<file path="config.mk">
export PLATFORM = sky130hd
export DESIGN_NAME = demux_1to3_buffered_flat
export DESIGN_NICKNAME = d
export VERILOG_FILES = /design/src/rtl/demux_1to3_buffered_if.sv /design/src/rtl/demux_1to3_buffered.sv /design/src/flat_wrapper.sv
export SDC_FILE = /design/constraint.sdc
export NUM_CORES = 1
export LEC_CHECK = 0
export CORE_ASPECT_RATIO = 1.2
export CORE_MARGIN = 2
export CORE_UTILIZATION = 33
export DETAILED_ROUTE_END_ITERATION = 12
export HOLD_SLACK_MARGIN = 0.06
export PLACE_DENSITY = 0.66
export SLEW_MARGIN = 20
export SYNTH_ARGS = -nofsm -noshare
export SYNTH_HDL_FRONTEND = slang
export SYNTH_SLANG_ARGS = --single-unit
</file>
<file path="constraint.sdc">
create_clock -name clk -period 1.77 [get_ports clk]
set_input_delay 0.4425 -clock clk [delete_from_list [all_inputs] [get_ports clk]]
set_output_delay 0.4425 -clock clk [all_outputs]
set_load 0.02 [all_outputs]
</file>
<file path="src/rtl/demux_1to3_buffered_if.sv">
// Handshake bundle for demux_1to3_buffered.
// One producer side (selector, in_valid, in_ready, data_in) and three consumer channels
// (outN_valid, outN_ready, dataN), plus the sticky drop_err flag.
// master: the environment (producer and consumers). slave: the demux itself.
interface demux_1to3_buffered_if #(
  parameter int unsigned NBits = 32
);
  logic [1:0]       selector;
  logic             in_valid;
  logic             in_ready;
  logic [NBits-1:0] data_in;

  logic             out0_valid;
  logic             out1_valid;
  logic             out2_valid;
  logic             out0_ready;
  logic             out1_ready;
  logic             out2_ready;
  logic [NBits-1:0] data0;
  logic [NBits-1:0] data1;
  logic [NBits-1:0] data2;

  logic             drop_err;

  modport master (
    output selector, in_valid, data_in, out0_ready, out1_ready, out2_ready,
    input  in_ready, out0_valid, out1_valid, out2_valid, data0, data1, data2, drop_err
  );

  modport slave (
    input  selector, in_valid, data_in, out0_ready, out1_ready, out2_ready,
    output in_ready, out0_valid, out1_valid, out2_valid, data0, data1, data2, drop_err
  );
endinterface

</file>
<file path="src/rtl/demux_1to3_buffered.sv">
// 1-to-3 demultiplexer with a one-entry holding register per output channel.
// A producer beat is steered by selector (0..2) into the matching channel register; each
// channel drains independently through its own valid/ready handshake. Selector 2'b11 beats
// are consumed and discarded, setting the sticky drop_err flag.
// Ports:
//   clk   - rising-edge clock
//   reset - asynchronous, active-low reset
//   bus   - demux_1to3_buffered_if slave modport (producer handshake, three channels, drop_err)
module demux_1to3_buffered #(
  parameter int unsigned NBits = 32
) (
  input logic                   clk,
  input logic                   reset,
  demux_1to3_buffered_if.slave  bus
);

  typedef enum logic {StEmpty, StFull} ch_state_e;

  ch_state_e        state_q [3];
  logic [NBits-1:0] data_q  [3];
  logic             drop_err_q;

  logic [2:0] out_ready;
  logic [2:0] drain;
  logic [2:0] accept_ch;
  logic       in_ready;
  logic       accept;

  assign out_ready = {bus.out2_ready, bus.out1_ready, bus.out0_ready};

  always_comb begin
    drain = '0;
    for (int i = 0; i < 3; i++) begin
      drain[i] = (state_q[i] == StFull) && out_ready[i];
    end
  end

  // Only combinational path from a consumer: outN_ready -> in_ready.
  always_comb begin
    in_ready = 1'b1;
    unique case (bus.selector)
      2'b00:   in_ready = (state_q[0] == StEmpty) || drain[0];
      2'b01:   in_ready = (state_q[1] == StEmpty) || drain[1];
      2'b10:   in_ready = (state_q[2] == StEmpty) || drain[2];
      default: in_ready = 1'b1;
    endcase
  end

  assign accept = bus.in_valid && in_ready;

  always_comb begin
    accept_ch = '0;
    for (int i = 0; i < 3; i++) begin
      accept_ch[i] = accept && (bus.selector == 2'(i));
    end
  end

  // Per-channel FSM. A FULL channel without a drain cannot see an accept (in_ready is low),
  // so it simply holds.
  always_ff @(posedge clk or negedge reset) begin
    if (!reset) begin
      for (int i = 0; i < 3; i++) begin
        state_q[i] <= StEmpty;
        data_q[i]  <= '0;
      end
      drop_err_q <= 1'b0;
    end else begin
      for (int i = 0; i < 3; i++) begin
        unique case (state_q[i])
          StEmpty: begin
            if (accept_ch[i]) begin
              state_q[i] <= StFull;
              data_q[i]  <= bus.data_in;
            end
          end
          StFull: begin
            if (drain[i]) begin
              if (accept_ch[i]) begin
                data_q[i] <= bus.data_in;
              end else begin
                state_q[i] <= StEmpty;
              end
            end
          end
          default: state_q[i] <= StEmpty;
        endcase
      end
      if (accept && (bus.selector == 2'b11)) begin
        drop_err_q <= 1'b1;
      end
    end
  end

  assign bus.in_ready   = in_ready;
  assign bus.out0_valid = (state_q[0] == StFull);
  assign bus.out1_valid = (state_q[1] == StFull);
  assign bus.out2_valid = (state_q[2] == StFull);
  assign bus.data0      = data_q[0];
  assign bus.data1      = data_q[1];
  assign bus.data2      = data_q[2];
  assign bus.drop_err   = drop_err_q;

endmodule

</file>
<file path="src/flat_wrapper.sv">
// flat-port wrapper written by rule: the top's interface ports become plain ports
module demux_1to3_buffered_flat 
#(
  parameter int unsigned NBits = 32
)
  (clk, reset, bus_selector, bus_in_valid, bus_data_in, bus_out0_ready, bus_out1_ready, bus_out2_ready, bus_in_ready, bus_out0_valid, bus_out1_valid, bus_out2_valid, bus_data0, bus_data1, bus_data2, bus_drop_err);
  demux_1to3_buffered_if #(.NBits(NBits)) bus_i ();
  input logic clk;
  input logic reset;
  input wire logic [$bits(bus_i.selector)-1:0] bus_selector;
  input wire logic [$bits(bus_i.in_valid)-1:0] bus_in_valid;
  input wire logic [$bits(bus_i.data_in)-1:0] bus_data_in;
  input wire logic [$bits(bus_i.out0_ready)-1:0] bus_out0_ready;
  input wire logic [$bits(bus_i.out1_ready)-1:0] bus_out1_ready;
  input wire logic [$bits(bus_i.out2_ready)-1:0] bus_out2_ready;
  output wire logic [$bits(bus_i.in_ready)-1:0] bus_in_ready;
  output wire logic [$bits(bus_i.out0_valid)-1:0] bus_out0_valid;
  output wire logic [$bits(bus_i.out1_valid)-1:0] bus_out1_valid;
  output wire logic [$bits(bus_i.out2_valid)-1:0] bus_out2_valid;
  output wire logic [$bits(bus_i.data0)-1:0] bus_data0;
  output wire logic [$bits(bus_i.data1)-1:0] bus_data1;
  output wire logic [$bits(bus_i.data2)-1:0] bus_data2;
  output wire logic [$bits(bus_i.drop_err)-1:0] bus_drop_err;
  assign bus_i.selector = bus_selector;
  assign bus_i.in_valid = bus_in_valid;
  assign bus_i.data_in = bus_data_in;
  assign bus_i.out0_ready = bus_out0_ready;
  assign bus_i.out1_ready = bus_out1_ready;
  assign bus_i.out2_ready = bus_out2_ready;
  assign bus_in_ready = bus_i.in_ready;
  assign bus_out0_valid = bus_i.out0_valid;
  assign bus_out1_valid = bus_i.out1_valid;
  assign bus_out2_valid = bus_i.out2_valid;
  assign bus_data0 = bus_i.data0;
  assign bus_data1 = bus_i.data1;
  assign bus_data2 = bus_i.data2;
  assign bus_drop_err = bus_i.drop_err;
  demux_1to3_buffered #(.NBits(NBits)) u_core (.clk(clk), .reset(reset), .bus(bus_i));
endmodule
</file>
# Yosys cells after proc, flatten, opt, wreduce, memory -nomap -nowiden
# Index checks and enable logic that the tools add are counted.
[totals]
elab_cells = 47
output_inout_bits = 101
input_bits = 40
regBits = 100
[op_classes]
n_bitwise = 3
eq_ne = 6
reduce_logical = 12
mux = 19
[op_table]
columns = ["op", "count"]
rows = [
  ["$mux W32", 6],
  ["$pmux W32 S2", 3],
  ["$logic_and A1 B1 Y1", 8],
  ["$mux W1", 6],
  ["$ne A2 B2 Y1 const B", 3],
  ["$pmux W1 S2", 3],
  ["$eq A2 B2 Y1 const B", 2],
  ["$logic_or A1 B1 Y1", 3],
  ["$not A1 Y1", 3],
  ["$pmux W1 S3", 1],
  ["$eq A2 B1 Y1 const B", 1],
  ["$logic_not A2 Y1", 1],
]

# Logic depth before layout (Yosys ltp)
[depth]
depth_word = 8
mapped_depth = 5
mapped_depth_nobuf = 3

# Worst setup path before layout
# Ideal clock, no wire load.
[synth_timing]
path_type = "input port to output port"
startpoint = "input port bus_selector[1]"
endpoint = "output port bus_in_ready"
path_stages = 3
setup_slack_ns = 0.138
arrival_ns = 1.189
required_time_ns = 1.327
path_cell_list = "buf_2 > mux2i_1 > o21ai_0"
[synth_via]
elab_chain_cells = 2
[synth_rtl]
columns = ["item", "line_no", "rtl"]
rows = [
  ["start: declaration", "flat_wrapper.sv:10", "input wire logic [$bits(bus_i.selector)-1:0] bus_selector;"],
  ["$eq A2 B2 Y1 (tied with other cells)", "demux_1to3_buffered.sv:41", "unique case (bus.selector)"],
  ["$pmux W1 S3 (*)", "demux_1to3_buffered.sv:41", ""],
  ["end: declaration", "flat_wrapper.sv:16", "output wire logic [$bits(bus_i.in_ready)-1:0] bus_in_ready;"],
]
# Mark *: on every way between the ends. The rest lies on a longest branch, timed or not.

# Worst setup path in the final report
[layout_timing]
startpoint = "register u_core.data_q, in the netlist u_core.bus.data0[19]"
endpoint = "output port bus_data0[19]"
[layout_rtl]
columns = ["item", "line_no", "rtl"]
rows = [
  ["start: declaration", "demux_1to3_buffered.sv:20", "logic [NBits-1:0] data_q [3];"],
  ["start signal: indexed assignment", "demux_1to3_buffered.sv:73", "data_q[i] <= bus.data_in;"],
  ["start signal: indexed assignment", "demux_1to3_buffered.sv:79", "data_q[i] <= bus.data_in;"],
  ["end: declaration", "flat_wrapper.sv:20", "output wire logic [$bits(bus_i.data0)-1:0] bus_data0;"],
]
# No word-level cell between the ends.

==> insert_results.sql <==
INSERT INTO impl_metrics (metric_group, metric, value, unit) VALUES
('status', 'run_status', 'complete, no violations', ''),
('setup_path', 'critPathKind', 'register to output pin', ''),
('synth', 'synth.avg_cell_area', '17.0', 'um2'),
('floorplan', 'coreArea', '11100', 'um2'),
('finish', 'drive_above_1_share', '34.3', '%'),
('sta', 'max_freq', '575', 'MHz'),
('floorplan', 'floorplan.io_pins', '141', ''),
('synth', 'ys.warnings.count', '0', ''),
('floorplan', 'die_height', '121', 'um'),
('sta', 'finalCritPeriodShare', '98.2', '%'),
('cts', 'htreeDepth', '3', ''),
('power', 'power.density', '1180', 'nW/um2'),
('setup_path', 'cp_top_family', 'buffers and inverters', ''),
('setup_path', 'critical_path_required', '1.33', 'ns'),
('setup_path', 'start_kind', 'register', ''),
('place', 'area_of_placed_instances', '5420', 'um2'),
('power', 'max-vdd-ir-drop', '478', 'uV'),
('floorplan', 'number_of_cell_rows', '42', ''),
('setup_path', 'critical_path.max_stage_delay', '0.60', 'ns'),
('global_route', 'grt_first_pass_wirelength', '13.6', 'mm'),
('cts', 'cts-root-buf', 'clkbuf_16', ''),
('cts', 'ctsHoldBuffers', '0', ''),
('finish', 'nets', '418', ''),
('sta', 'timing.slew.headroom', '65.3', '%'),
('drt', 'vias', '2411', ''),
('synth', 'ys_ff_latch', '100', ''),
('synth', 'synth_nets', '263', ''),
('min_path', 'hold_class', 'input port to asynchronous set/reset pin', ''),
('sta', 'setup_viol_count_final', '0', ''),
('global_route', 'grt_start_max_net_pins', '101', ''),
('cts', 'clkLatencyLatePin', '0.33', 'ns'),
('floorplan', 'fp.dieArea', '12300', 'um2'),
('setup_path', 'rrSetupSlack', '0.28', 'ns'),
('synth', 'synthesis.instances', '223', ''),
('floorplan', 'die_w', '102', 'um'),
('setup_path', 'arrival', '1.30', 'ns'),
('drt', 'avgViaCountPerCell', '4.50', ''),
('sta', 'timing.final.hold_violations', '0', ''),
('cts', 'tritoncts_buffers', '9', ''),
('drt', 'route.final.wire_length', '8.99', 'mm'),
('synth', 'ys_types', '14', ''),
('cts', 'clock_tree.buffer_depth', '2', ''),
('place', 'hpwlAfterDp', '5.97', 'mm'),
('setup_path', 'cp_slowest_cell', 'clkdlybuf4s50_1', ''),
('global_route', 'grt_remaining_overflow', '0', ''),
('synth', 'synth.cell_area', '3780', 'um2'),
('sta', 'final.min_clock_period', '1.74', 'ns'),
('setup_path', 'worstPathBufferInverterCount', '1', ''),
('drt', 'drc', '0', ''),
('cts', 'clkTransAtPathRegs', '0.07', 'ns'),
('setup_path', 'max_fanout_on_critical_path', '2', ''),
('cts', 'cts_tree', 'yes', ''),
('sta', 'slew_violations', '0', ''),
('sta', 'setup_tns', '0', 'ns'),
('finish', 'layout.cell_area.non_filler', '5910', 'um2'),
('finish', 'areaGrowthSynthToFinish', '56.1', '%'),
('sta', 'worst_clock_skew', '0.00652', 'ns'),
('drt', 'detailedRoute.firstIterationViolations', '43', ''),
('synth', 'seq_area_frac_synth', '66.1', '%'),
('flow_run', 'maxCapViolCount', '0', ''),
('cts', 'sink_count', '100', ''),
('finish', 'insertedDiodeCount', '0', ''),
('power', 'p_leak', '0.00296', 'uW'),
('drt', 'drt.antenna.violating_nets', '0', ''),
('global_route', 'antenna_violations_before_repair', '0', ''),
('global_route', 'grtUsageTotal', '14.5', '%'),
('floorplan', 'initial_core_util', '34.1', '%'),
('place', 'routabilityCongestion', '0.740', ''),
('setup_path', 'type_of_destination_of_the_critical_path', 'output pin', ''),
('drt', 'routed_wire_length_per_instance', '16.8', 'um'),
('place', 'port-buffer-count', '140', ''),
('global_route', 'grt_pass1_vias', '2614', ''),
('finish', 'fillers', '930', ''),
('sta', 'timing_worst_slew_pin_value', '0.520', 'ns'),
('setup_path', 'timing.critical_path.cells', 'clkdlybuf4s50_1', ''),
('drt', 'drt_first_pass_iters', '4', '');
final timing paths:
path	from	endpoint	depth (start not counted)
worst max-delay path	u_core.bus.data0[19]$_DFFE_PN0P_	bus_data0[19]	1
worst min-delay path	reset	u_core.bus.data0[1]$_DFFE_PN0P_	2
worst max register to register	u_core.bus.out1_valid$_DFF_PN0_	u_core.bus.data1[11]$_DFFE_PN0P_	5
worst min register to register	u_core.bus.drop_err$_DFFE_PN0P_	u_core.bus.drop_err$_DFFE_PN0P_	1
max in group asynchronous	reset	u_core.bus.data2[14]$_DFFE_PN0P_	2
min in group clk	bus_out1_ready	u_core.bus.out1_valid$_DFF_PN0_	3
synth_stat cells:
master / instances / area (um2)
dfrtp_1: 100 / 2500
nor2b_2: 1 / 8.76
o21ai_0: 3 / 15.0
nor3b_4: 1 / 18.8
nand3b_1: 1 / 7.51
and3_1: 1 / 6.26
mux2_2: 93 / 1050
buf_6: 6 / 67.6
buf_2: 5 / 25.0
mux2_1: 3 / 33.8
mux2i_1: 1 / 10.0
nand2b_1: 3 / 18.8
a31o_2: 1 / 8.76
nand2_1: 4 / 15.0
registers in the layout, summed over array words and instances, names as in the netlist:
register,cells
u_core.bus.drop_err,1
u_core.bus.out1_valid,1
u_core.bus.out2_valid,1
u_core.bus.data0,32
u_core.bus.data2,32
u_core.bus.out0_valid,1
u_core.bus.data1,32
through the flow:
step / total power (uW) / setup WS [ns] / cells / utilization (%) / hold slack, ns
final: 6960 / 0.0311 / 536 / 53.3 / 0.165
after global routing: 7280 / -0.0114 / 536 / 53.3 / 0.206
after CTS: 7090 / -0.0699 / 531 / 51.1 / 0.184
after detailed placement: 5360 / -0.576 / 516 / 48.9 / 0.475
after global placement: 5310 / -0.562 / 516 / 48.9 / 0.463
after floorplan: 4080 / 0.138 / 223 / - / 0.147
placed cells by master, fill, tap and decap left out, types with 3 or more instances in the layout:
| cell | count |
|---|---|
| buf_12 | 5 |
| dlygate4sd2_1 | 17 |
| clkinvlp_4 | 3 |
| mux2_2 | 93 |
| dfrtp_1 | 100 |
| nand2b_4 | 3 |
| mux2_1 | 3 |
| nand2_1 | 3 |
| buf_4 | 7 |
| clkdlybuf4s50_1 | 67 |
| dlymetal6s2s_1 | 54 |
| clkbuf_16 | 11 |
| buf_6 | 3 |
logic make-up after synthesis:
family,synth area share [%]
AO/OA/AOI/OAI,0.628
flip-flops,66.1
buffers and inverters,2.45
AND/OR/NAND/NOR,1.98
multiplexers,28.8
report_power, final:
part           internal [uW]  total (uW)  switching (uW)
Sequential              2750        2980             227
Clock                    944        1750             810
Combinational           1160        2220            1060
final cells by class:
type	count	area [um2]	area share, %
sequential	100	2500	42.4
timing repair buffer	155	1730	29.3
multi-input combinational	112	1220	20.7
clock buffer	11	233	3.94
tap	154	193	3.26
clock inverter	4	27.5	0.466
layer usage:
layer | vias to the layer above | part of all wire, % | wire [um] | track usage (%)
li1 | 1102 | - | - | -
met3 | 9 | 6.0 | 539 | 3.80
met2 | 82 | 52 | 4710 | 24.7
met4 | 0 | 1.6 | 145 | 6.33
met1 | 1218 | 40 | 3600 | 16.9
met5 | - | 0 | 0 | 0
timing repair:
item                                    4_1_cts  5_1_grt
pin swaps                                     0        2
cloned                                        0        2
endpoints found under the setup margin       17      103
resized for setup                            26       61
buffers inserted                              0        3
(Power assumes the default switching activity.)
